===== config.mk =====
export PLATFORM = sky130hd
export DESIGN_NAME = serial_frame_tx
export DESIGN_NICKNAME = d
export VERILOG_FILES = /design/src/rtl/serial_frame_pkg.sv /design/src/rtl/serial_frame_tx_fifo.sv /design/src/rtl/serial_frame_tx.sv
export SDC_FILE = /design/constraint.sdc
export NUM_CORES = 1
export LEC_CHECK = 0
export BUFFER_PORTS_ARGS = -buffer_cell sky130_fd_sc_hd__buf_2
export CORE_ASPECT_RATIO = 1.75
export CORE_MARGIN = 2
export CORE_UTILIZATION = 53
export DETAILED_ROUTE_END_ITERATION = 8
export GPL_ROUTABILITY_DRIVEN = 0
export PLACE_DENSITY_LB_ADDON = 0.05
export SLEW_MARGIN = 15
export SYNTH_ARGS = -nofsm -noshare
export SYNTH_HDL_FRONTEND = slang
export SYNTH_HIERARCHICAL = 1
export SYNTH_SLANG_ARGS = --single-unit

===== constraint.sdc =====
create_clock -name clk_in -period 2.4 [get_ports clk_in]
set_input_delay 0.24 -clock clk_in [delete_from_list [all_inputs] [get_ports clk_in]]
set_output_delay 0.24 -clock clk_in [all_outputs]
set_load 0.05 [all_outputs]

===== src/rtl/serial_frame_pkg.sv =====
// Shared types and helpers for the serial frame transmitter: FSM states,
// slot kinds and the frame-length/slot-decode functions.
package serial_frame_pkg;

  typedef enum logic [1:0] {IDLE, SHIFT, GAP} state_t;

  typedef enum logic [2:0] {START, FIELD_A, ZSEP, FIELD_D, PARITY, END} slot_t;

  function automatic int frame_len(input int a_w, input int d_w, input bit parity);
    return a_w + d_w + 4 + (parity ? 1 : 0);
  endfunction

  // Maps a slot index within the frame to what that slot carries.
  function automatic slot_t slot_kind(input int idx, input int a_w, input int d_w,
                                      input bit parity);
    if (idx == 0) return START;
    if (idx <= a_w) return FIELD_A;
    if (idx == a_w + 1) return ZSEP;
    if (idx <= a_w + 1 + d_w) return FIELD_D;
    if (parity && idx == a_w + d_w + 2) return PARITY;
    if (idx == frame_len(a_w, d_w, parity) - 1) return END;
    return ZSEP;
  endfunction

endpackage


===== src/rtl/serial_frame_tx_fifo.sv =====
// Register FIFO holding queued {a,d} words; full/empty are registered flags
// computed from the post-update occupancy.
module serial_frame_fifo #(
  parameter int W     = 15,
  parameter int DEPTH = 2
) (
  input  logic         clk_in,
  input  logic         reset_n,
  input  logic         push,
  input  logic         pop,
  input  logic [W-1:0] wr_data,
  output logic [W-1:0] rd_data,
  output logic         full,
  output logic         empty
);

  localparam int PW = (DEPTH > 1) ? $clog2(DEPTH) : 1;
  localparam int CW = $clog2(DEPTH + 1);

  logic [W-1:0]  mem [DEPTH];
  logic [PW-1:0] wr_ptr;
  logic [PW-1:0] rd_ptr;
  logic [CW-1:0] count;
  logic [CW-1:0] count_nxt;

  function automatic logic [PW-1:0] bump(input logic [PW-1:0] p);
    return (p == PW'(DEPTH - 1)) ? '0 : p + 1'b1;
  endfunction

  always_comb begin
    count_nxt = count + CW'(push) - CW'(pop);
  end

  always_ff @(posedge clk_in or negedge reset_n) begin
    if (!reset_n) begin
      wr_ptr <= '0;
      rd_ptr <= '0;
      count  <= '0;
      full   <= 1'b0;
      empty  <= 1'b1;
    end else begin
      if (push) wr_ptr <= bump(wr_ptr);
      if (pop)  rd_ptr <= bump(rd_ptr);
      count <= count_nxt;
      full  <= (count_nxt == CW'(DEPTH));
      empty <= (count_nxt == '0);
    end
  end

  always_ff @(posedge clk_in) begin
    if (push) mem[wr_ptr] <= wr_data;
  end

  assign rd_data = mem[rd_ptr];

endmodule


===== src/rtl/serial_frame_tx.sv =====
// Queued serial frame transmitter: frames 0,A,Z,D,[P],Z,0 with gated clock.
// Optional even-parity slot enabled by SERIAL_FRAME_TX_PARITY_EN.
module serial_frame_tx
  import serial_frame_pkg::*;
#(
  parameter int A_W       = 7,
  parameter int D_W       = 8,
  parameter int DEPTH     = 2,
  parameter bit LSB_FIRST = 1'b0,
  parameter int IDLE_GAP  = 1
) (
  input  logic           clk_in,
  input  logic           reset_n,
  input  logic           go,
  input  logic [A_W-1:0] a,
  input  logic [D_W-1:0] d,
  output logic           ready,
  output logic           busy,
  output logic           overflow,
  output logic           out_d,
  output logic           out_d_oe,
  output logic           out_c,
  output state_t         fsm_state
);

`ifdef SERIAL_FRAME_TX_PARITY_EN
  localparam bit PARITY_ON = 1'b1;
`else
  localparam bit PARITY_ON = 1'b0;
`endif

  localparam int FRAME_LEN = frame_len(A_W, D_W, PARITY_ON);
  localparam int CW        = $clog2(FRAME_LEN + 1);
  localparam int GW        = (IDLE_GAP > 0) ? $clog2(IDLE_GAP + 1) : 1;

  logic [A_W+D_W-1:0] fifo_rd;
  logic               fifo_full;
  logic               fifo_empty;
  logic               push;
  logic               launch;
  logic               last_slot;
  logic               gap_done;
  logic [A_W-1:0]     a_ord;
  logic [D_W-1:0]     d_ord;
  logic [A_W-1:0]     a_sh;
  logic [D_W-1:0]     d_sh;
  logic               par_q;
  logic [CW-1:0]      cnt;
  logic [GW-1:0]      gap_cnt;
  logic               c_en;

  assign ready = ~fifo_full;
  assign push  = go & ready;

  serial_frame_fifo #(.W(A_W + D_W), .DEPTH(DEPTH)) u_fifo (
    .clk_in  (clk_in),
    .reset_n (reset_n),
    .push    (push),
    .pop     (launch),
    .wr_data ({a, d}),
    .rd_data (fifo_rd),
    .full    (fifo_full),
    .empty   (fifo_empty)
  );

  // Fields are pre-ordered at load so the shifters always emit their MSB.
  always_comb begin
    a_ord = '0;
    d_ord = '0;
    for (int i = 0; i < A_W; i++)
      a_ord[i] = LSB_FIRST ? fifo_rd[D_W + A_W - 1 - i] : fifo_rd[D_W + i];
    for (int i = 0; i < D_W; i++)
      d_ord[i] = LSB_FIRST ? fifo_rd[D_W - 1 - i] : fifo_rd[i];
  end

  assign last_slot = (cnt == CW'(FRAME_LEN - 1));
  assign gap_done  = (gap_cnt == GW'(IDLE_GAP));
  assign launch    = ~fifo_empty &
                     ((fsm_state == IDLE) ||
                      (fsm_state == SHIFT && last_slot && IDLE_GAP == 0) ||
                      (fsm_state == GAP && gap_done));

  always_ff @(posedge clk_in or negedge reset_n) begin
    if (!reset_n) begin
      fsm_state <= IDLE;
      out_d     <= 1'b1;
      out_d_oe  <= 1'b1;
      c_en      <= 1'b0;
      busy      <= 1'b0;
      overflow  <= 1'b0;
      cnt       <= '0;
      gap_cnt   <= '0;
      a_sh      <= '0;
      d_sh      <= '0;
      par_q     <= 1'b0;
    end else begin
      overflow <= go & ~ready;
      if (launch) begin
        fsm_state <= SHIFT;
        cnt       <= '0;
        out_d     <= 1'b0;
        out_d_oe  <= 1'b1;
        c_en      <= 1'b1;
        a_sh      <= a_ord;
        d_sh      <= d_ord;
        par_q     <= ^fifo_rd;
        busy      <= 1'b1;
      end else begin
        unique case (fsm_state)
          IDLE: begin
            out_d    <= 1'b1;
            out_d_oe <= 1'b1;
            c_en     <= 1'b0;
            busy     <= push;
          end
          SHIFT: begin
            if (last_slot) begin
              out_d    <= 1'b1;
              out_d_oe <= 1'b1;
              c_en     <= 1'b0;
              if (IDLE_GAP > 0) begin
                fsm_state <= GAP;
                gap_cnt   <= GW'(1);
                busy      <= 1'b1;
              end else begin
                fsm_state <= IDLE;
                busy      <= push;
              end
            end else begin
              cnt  <= cnt + 1'b1;
              busy <= 1'b1;
              unique case (slot_kind(int'(cnt) + 1, A_W, D_W, PARITY_ON))
                FIELD_A: begin
                  out_d    <= a_sh[A_W-1];
                  out_d_oe <= 1'b1;
                  a_sh     <= a_sh << 1;
                end
                FIELD_D: begin
                  out_d    <= d_sh[D_W-1];
                  out_d_oe <= 1'b1;
                  d_sh     <= d_sh << 1;
                end
                ZSEP: begin
                  out_d    <= 1'b1;
                  out_d_oe <= 1'b0;
                end
                PARITY: begin
                  out_d    <= par_q;
                  out_d_oe <= 1'b1;
                end
                END: begin
                  out_d    <= 1'b0;
                  out_d_oe <= 1'b1;
                end
                default: begin
                  out_d    <= 1'b1;
                  out_d_oe <= 1'b1;
                end
              endcase
            end
          end
          GAP: begin
            if (gap_done) begin
              fsm_state <= IDLE;
              busy      <= push;
            end else begin
              gap_cnt <= gap_cnt + 1'b1;
              busy    <= 1'b1;
            end
          end
          default: fsm_state <= IDLE;
        endcase
      end
    end
  end

  // Low while clk_in is high in a frame slot: falls at the rising edge.
  assign out_c = ~(clk_in & c_en);

endmodule


# [Word level (Yosys, flattened, before mapping)]
# Memories as Yosys holds them, arrays and structs flattened.
# Cells that the tools add are included.
[totals] register_bits=35 ramBits=30 input_bits=18 memories=1
[mem_list] name="u_fifo.mem" words=2 width=15 rd=1 rd_clocked_by_memory_dff=0 wr=1 line_no="serial_frame_tx_fifo.sv:20" source="logic [W-1:0] mem [DEPTH];"
[classes] add_sub_neg=7 magnitude_cmp=2 eq_ne=16 muxes=82 n_bitwise=8 n_reduce_logical=18
[ops] operator="2-to-1 mux 3 bit" count=16
[ops] operator="2-to-1 mux 1 bit" count=45
[ops] operator="zero test 32 bit" count=1
[ops] operator="2-to-1 mux 8 bit" count=4
[ops] operator="2-to-1 mux 7 bit" count=4
[ops] operator="2-to-1 mux 5 bit" count=3
[ops] operator="parity 15 bit" count=1
[ops] operator="AND reduction 3 bit" count=4
[ops] operator="one-hot mux 1 bit (2 select lines)" count=4
[ops] operator="nonzero test 2 bit" count=4
[ops] operator="adder 5 x 1 -> 6 bit (second input constant)" count=1
[ops] operator="equality test 3 x 2 -> 1 bit (second input constant)" count=2
[ops] operator="equality test 3 bit (second input constant)" count=2
[ops] operator="equality test 6 x 4 -> 1 bit (second input constant)" count=1
[ops] operator="equality test 6 x 5 -> 1 bit (second input constant)" count=1
[ops] operator="less-or-equal comparator 6 x 3 -> 1 bit (second input constant)" count=1
[ops] operator="less-or-equal comparator 6 x 5 -> 1 bit (second input constant)" count=1
[ops] operator="2-to-1 mux 2 bit" count=3
[ops] operator="inequality test 3 x 2 -> 1 bit (second input constant)" count=2
[ops] operator="one-hot mux 2 bit (3 select lines)" count=1
[ops] operator="adder 5 x 1 -> 5 bit (second input constant)" count=1
[ops] operator="equality test 5 bit (second input constant)" count=1
[ops] operator="bitwise AND 1 bit" count=4
[ops] operator="equality test 2 bit (second input constant)" count=2
[ops] operator="16 further kinds" count=24

# [Depth between registers and ports, before layout]
# Gate-level depths: netlist of the first run.
[logic_depth] depth_word=41 depth_mapped=12 depth_no_buf=10

# [Cells and area by module]
# The synthesis of the first run kept the hierarchy.
[by_module_without_submodules] module="serial_frame_tx" instances=1 cells_each=170 area_per_inst_um2=1649.1
[by_module_without_submodules] module="serial_frame_fifo" instances=1 cells_each=64 area_per_inst_um2=1391.3

==> results of run 1 <==
[power by group through the flow]
| stage | Clock, uW | Sequential, uW | Combinational [uW] |
|---|---|---|---|
| 5_1_grt | 1280 | 1760 | 2100 |
| 4_1_cts | 1220 | 1720 | 1910 |
| 3_5_place_dp | 66.8 | 1730 | 1890 |
| 3_3_place_gp | 66.8 | 1720 | 1850 |
| 6_report | 1180 | 1710 | 1880 |
| 2_1_floorplan | 55.8 | 1830 | 1400 |
[final cells by class]
type / instances / area (um2) / share of cell area
Multi-Input combinational cell: 145 / 1150 / 0.313
Clock buffer: 13 / 170 / 0.0464
Inverter: 12 / 45.0 / 0.0123
Sequential cell: 64 / 1760 / 0.479
Timing Repair Buffer: 50 / 355 / 0.0968
Clock inverter: 7 / 96.3 / 0.0263
Tap cell: 76 / 95.1 / 0.0259
[sequential cells by signal (all words and copies together) (netlist names), 2 cells and up]
register,flops
a_sh,7
cnt,5
d_sh,8
fsm_state,2
u_fifo/count,2
u_fifo/mem,30
[through the flow]
stage,hold slack (ns),util,power (uW)
2_1_floorplan,-0.0556,-,3290
3_3_place_gp,0.357,0.586,3630
3_5_place_dp,0.358,0.586,3690
4_1_cts,0.00973,0.662,4840
5_1_grt,0.00424,0.662,5140
6_report,0.0287,0.662,4780
[logic make-up after synthesis]
family	share of synthesized area
DFF	0.577
adders and majority gates	0.0412
AOI/OAI and AO/OA	0.0934
muxes	0.119
xor gates and xnor gates	0.0337
buffers and inverters	0.0444
and+or+nand+nor	0.0905
[timing repair]
| item | CTS | global route |
|---|---|---|
| hold endpoints to repair | 61 | 0 |
| buffers inserted | 0 | 0 |
| hold buffers | 16 | 0 |
| endpoints found under the setup margin | 0 | 0 |
[worst max-delay path, stage by stage (launching register included)]
cell and delay, ns:
dfrtp_1 0.36, ha_1 0.40, xor2_2 0.26, o211ai_1 0.19, or3b_1 0.56, mux2i_1 0.21
o21ai_1 0.07
[routing by layer]
| layer | global-route usage | vias up | part of all wire |
|---|---|---|---|
| li1 | - | 932 | - |
| met1 | 0.226 | 887 | 0.40 |
| met2 | 0.309 | 45 | 0.55 |
| met3 | 0.0746 | 5 | 0.038 |
| met4 | 0.0994 | 0 | 0.0087 |
| met5 | 0 | - | 0 |
[cell usage after synthesis, types with 3 or more instances]
master	instances	area (um2)
inv_1	11	41.3
mux2i_1	16	160
and2_1	3	18.8
ha_1	10	125
mux2_2	6	67.6
xor2_1	5	43.8
dfstp_2	3	78.8
dfrtp_1	31	776
nor2_1	17	63.8
a21oi_1	13	65.1
nor2b_1	3	18.8
o21ai_1	10	50.1
nand2_1	18	67.6
mux2_4	9	135
clkbuf_1	6	22.5
edfxtp_1	30	901
[worst paths after layout]
kind / from / endpoint / slack [ns] / cells past startpoint
worst max-delay path: cnt[1]$_DFFE_PN0P_ / a_sh[1]$_DFFE_PN0P_ / 0.21 / 6
worst min-delay path: go / overflow$_DFF_PN0_ / 0.03 / 2
worst max register to register: cnt[1]$_DFFE_PN0P_ / a_sh[1]$_DFFE_PN0P_ / 0.21 / 6
worst min register to register: c_en$_DFFE_PN0P_ / c_en$_DFFE_PN0P_ / 0.49 / 2
max in group asynchronous: reset_n / fsm_state[0]$_DFFE_PN0P_ / 1.48 / 2
min in group asynchronous: reset_n / busy$_DFFE_PN0P_ / 0.40 / 2
[layout by cell type, fill, tap and decap left out, types with 3 or more instances in the layout]
master          n
dfrtp_1        29
mux2_4          9
a21oi_1        13
o21ai_1        10
mux2i_1        16
dfstp_2         3
clkbuf_8       12
mux2_2          6
nand2_1        18
nor2b_1         3
and2_1          3
ha_1           10
edfxtp_1       30
xor2_1          5
inv_1          10
buf_2          25
clkinvlp_4      3
buf_4          10
dlygate4sd3_1  16
nor2_1         17
==> results_dict.tcl, run 1 <==
set metrics [dict create \
    worst-slew-pin-transition_ns 0.737 \
    final_layout_size_suffix_gt1_frac 0.285 \
    synth.ff_latch_count 64 \
    num_vias 1869 \
    cellLeakagePower_uw 0.00154 \
    synthToLayoutAreaGrowth_pct 20.7 \
    fin_ws_ns 0.213 \
    worstSetupPathType "reg2reg" \
    synth.lib_cells_used.distinct 51 \
    num_antenna_cells 0 \
    nets 314 \
    ys_flop_type "dfrtp_1" \
    grt_util_all_layers 0.197 \
    seq_power_share 0.358 \
    finalNonFillerCells 367 \
    slew_violations 0 \
    post-place-ws_ns 0.222 \
    setup-tns-final_ns 0 \
    port_buffers 25 \
    clock_skew_ns 0.00662 \
    finish.instance_area_um2 3670 \
    share_clk_of_total_power 0.248 \
    routed_wirelength_um 5170 \
    intPower_uw 3050 \
    synth_enable_flop_cells 30 \
    worst_setup_path_start_kind "flip-flop" \
    post_detailed_placement_cell_area_um2 3250 \
    post_cts_resized 0 \
    timing.slew.headroom 0.509 \
    n_fill_cell 440 \
    final.min_clock_period_ns 2.19 \
    final_min_period_over_clock_period 0.911 \
    netlist_instances 234 \
    rsz0062_at_grt "no" \
    seq_area_frac_synth 0.577 \
    postSynth.asyncResetShare 0.531 \
    max_rail_drop_vdd_mv 0.872 \
    pin_count 26 \
    drtIter0Drc 98 \
    max_freq_mhz 457 \
    critPathArrivalTime_ns 2.50 \
    antenna_violating_nets_post_route 0 \
    floorplan.die.width_um 61.3 \
    power_spent_charging_and_discharging_nets_uw 1730 \
    power.share.combinational 0.394 \
    total_setup_violations_reported_at_the_end_of_the_flow 0 \
    number_of_global_route_vias_before_repair 2029 \
    max_cap_violations 0 \
    cts_tree "built" \
    route.detailed.wl_per_inst_um 14.1 \
    holdCritPathClass "in2reg" \
    path_clk_slew_ns 0.07 \
    outcome "complete, no violations" \
    number_of_warnings_issued_by_yosys 6 \
    synthesis.area_per_instance_um2 13.0 \
    crit_required_ns 2.71 \
    floorplan.die_area_um2 6380 \
    synth_area_um2 3040 \
    floorplan.rows 36 \
    number_of_endpoints_with_negative_hold_slack_in_the_final_report 0 \
    first_pass_iters 4 \
    dp_hpwl_um 3520 \
    drt-vias-per-instance 5.09 \
    dp.cells 332 \
    initial_standard_cell_utilization_of_the_core 0.549 \
    switching_fraction 0.362 \
    grt_first_pass_wirelength_um 9050 \
    worst-path-max-fanout 9 \
    number_of_antenna_violations_at_the_first_check_in_global_routing 0 \
    grt-ovfl-total 0 \
    clock_latency_ns 0.43 \
    cellPowerDensity_nw_per_um2 1300 \
    post-route-drc-count 0 \
    synth.net_count 262 \
    critical_path.endpoint_type "flip-flop" \
    grt_max_degree 35 \
    core_area_um2 5540 \
    vert_die_dim_um 104 \
]
Power figures use the tool's default switching activity.
==> inputs of run 2 (changes only) <==
ABC_AREA = 1   (was default)
CORE_MARGIN = 3   (was 2)
==> results_dict.tcl, run 2 <==
set metrics [dict create \
    outcome "complete, no violations" \
    multi_input_comb_area_um2 1150 \
    post-place-ws_ns 0.334 \
    reg2reg_from "fsm_state[0]$_DFFE_PN0P_" \
    setup-tns-final_ns 0 \
    clock_skew_ns 0.00722 \
    nets 380 \
    post-route-drc-count 0 \
    yosys.area_share.simple 0.205 \
    initial_standard_cell_utilization_of_the_core 0.550 \
    synth_commonest_cells "nand2_1 (84), dfrtp_1 (31), edfxtp_1 (30)" \
    floorplan.rows 36 \
    synth_largest_type_area_fraction 0.291 \
    grt_max_degree 35 \
    drtIter0Drc 77 \
    register_area_um2 1760 \
    postSynth.asyncResetShare 0.531 \
    synth_area_um2 3100 \
    max_flop_register "u_fifo/mem" \
    max_cap_violations 0 \
    post-cts-setup-buffer-count 0 \
    leading_cell_types_in_the_layout_fill_and_taps_excluded "nand2_1 (84), dfrtp_1 (31), edfxtp_1 (30)" \
    critical_path.slowest_cell "dfrtp_1" \
    timing.slew.headroom 0.500 \
    floorplan.die.width_um 63.8 \
    synth.ff_latch_count 64 \
    holdCritPathClass "in2async" \
    synth-xor-area-share 0.00566 \
    timing.reg2reg.worst_path_depth 9 \
    drt-vias-per-instance 4.99 \
    slew_violations 0 \
    grt_first_pass_wirelength_um 9640 \
    grt_util_all_layers 0.192 \
    final_common_cell "nand2_1" \
    critical_path.endpoint_type "flip-flop" \
    flip_flop_count_of_the_largest_register_after_layout 30 \
    synthesis.area_per_instance_um2 10.3 \
    number_of_endpoints_with_negative_hold_slack_in_the_final_report 0 \
    synthToLayoutAreaGrowth_pct 19.6 \
    worst_setup_path_start_kind "flip-flop" \
    muxShareOfSynthArea 0.0655 \
    cellPowerDensity_nw_per_um2 1310 \
    post_cts_resized 0 \
    fin_ws_ns 0.272 \
    final_layout_size_suffix_gt1_frac 0.244 \
    synth.net_count 328 \
    worstSetupPathType "reg2reg" \
    netlist_instances 300 \
    synth.lib_cells_used.distinct 30 \
    biggestRegsByFlops "u_fifo/mem (30), d_sh (8), a_sh (7)" \
    vert_die_dim_um 107 \
    cts_hold_buf 17 \
    seq_area_frac_synth 0.567 \
    path_clk_slew_ns 0.07 \
    worst_path_largest_cell_delay_ns 0.41 \
    cpLargestDelayFamily "buffers and inverters" \
    num_vias 2160 \
    number_of_warnings_issued_by_yosys 6 \
    antenna_violating_nets_post_route 0 \
    critPathArrivalTime_ns 2.49 \
    cp.buffers_inverters 3 \
    cellLeakagePower_uw 0.00170 \
    num_antenna_cells 0 \
    crit_required_ns 2.76 \
    grt-ovfl-total 0 \
    pin_count 26 \
    post_synth_main_area_contributors "edfxtp_1 (29%), dfrtp_1 (25%), nand2_1 (10%), mux2_4 (4.4%), ha_1 (4.0%)" \
    total_setup_violations_reported_at_the_end_of_the_flow 0 \
    synth_top_area_cell "edfxtp_1" \
    cts_tree "built" \
    rrSetupSlack_ns 0.27 \
    synth-compound-area-share 0.0554 \
    grt_use_met2 0.323 \
    floorplan.die_area_um2 6830 \
    port_buffers 25 \
    routed_wirelength_um 5610 \
    clock_latency_ns 0.44 \
    dp_hpwl_um 3860 \
    synth-adder-area-share 0.0404 \
    r2r-end "a_sh[5]$_DFFE_PN0P_" \
    critical_path_cell_list "inv_1 > ha_1 > nand2_1 > a21oi_1 > buf_4 > inv_2 > o21ai_4 > nor2_1 > a31oi_2" \
    final_min_period_over_clock_period 0.887 \
    rsz0062_at_grt "no" \
    synth_enable_flop_cells 30 \
    first_pass_iters 4 \
    worst-slew-pin-transition_ns 0.750 \
    final.min_clock_period_ns 2.13 \
    route.detailed.wl_per_inst_um 13.0 \
    core_area_um2 5630 \
    grt_most_used_layer "met2" \
    number_of_global_route_vias_before_repair 2186 \
    ys_flop_type "dfrtp_1" \
    n_fill_cell 457 \
    max_rail_drop_vdd_mv 0.688 \
    max_freq_mhz 470 \
    grt_use_met3 0.0713 \
    worst-path-max-fanout 27 \
    met1_usage_in_global_routing 0.192 \
    number_of_antenna_violations_at_the_first_check_in_global_routing 0 \
    largest_family_of_logic_cells_by_synthesized_area "simple AND/OR/NAND/NOR gates" \
    synthMostInstantiatedCell "nand2_1" \
]
-- run 2: final cells by class --
type / count / area share
inverters: 32 / 0.0324
clock buffers: 14 / 0.0470
flip-flops and latches: 64 / 0.474
repair buffers: 45 / 0.0865
multi-input cells: 196 / 0.311
clock inverters: 6 / 0.0230
well taps: 76 / 0.0257
-- run 2: layer usage --
layer | routed length (um) | part of all wire
met2 | 3160 | 0.56
met3 | 193 | 0.034
met5 | 0 | 0
met4 | 191 | 0.034
met1 | 2060 | 0.37
-- run 2: kinds of logic (layout without fill, tap and decap cells) --
kind of cell | after synthesis | in the layout
xor gates and xnor gates | 2 | 2
AOI/OAI and AO/OA | 25 | 25
buffers and inverters | 40 | 97
and+or+nand+nor | 144 | 144
DFF | 64 | 64
adders and majority gates | 10 | 10
muxes | 15 | 15
-- run 2: power by group --
| group | switching [uW] | total [uW] | internal [uW] |
|---|---|---|---|
| Combinational | 1260 | 1970 | 717 |
| Sequential | 178 | 1710 | 1540 |
| Clock | 470 | 1170 | 696 |
-- run 2: worst max path at each step --
stage                                   startpoint               endpoint  slack, ns  depth (start not counted)
after floorplan           fsm_state[0]$_DFFE_PN0P_  u_fifo/full$_DFF_PN0_       0.09                         13
after global placement          cnt[0]$_DFFE_PN0P_    d_sh[3]$_DFFE_PN0P_       0.32                         13
after detailed placement        cnt[0]$_DFFE_PN0P_    d_sh[3]$_DFFE_PN0P_       0.33                         13
after CTS                 fsm_state[0]$_DFFE_PN0P_    a_sh[5]$_DFFE_PN0P_       0.27                          9
after global routing      fsm_state[0]$_DFFE_PN0P_    a_sh[6]$_DFFE_PN0P_       0.04                          9
final                     fsm_state[0]$_DFFE_PN0P_    a_sh[5]$_DFFE_PN0P_       0.27                          9
-- run 2: metrics by stage --
stage          hold slack [ns]  instance area [um2]  cells  power, uW  utilization
6_report                 0.401                 3700    433       4850        0.658
5_1_grt                  0.441                 3700    433       5260        0.658
4_1_cts                  0.415                 3700    433       4910        0.658
3_5_place_dp             0.352                 3280    397       3750        0.582
3_3_place_gp             0.357                 3280    397       3710        0.582
2_1_floorplan          -0.0556                 3100    300       3380            -
-- run 2: worst reg2reg max path, cell delays in order, from the launching register on --
cell and delay (ns):
dfrtp_1 0.41, inv_1 0.13, ha_1 0.23, nand2_1 0.07, a21oi_1 0.19, buf_4 0.30, inv_2 0.25, o21ai_4 0.23
nor2_1 0.09, a31oi_2 0.14
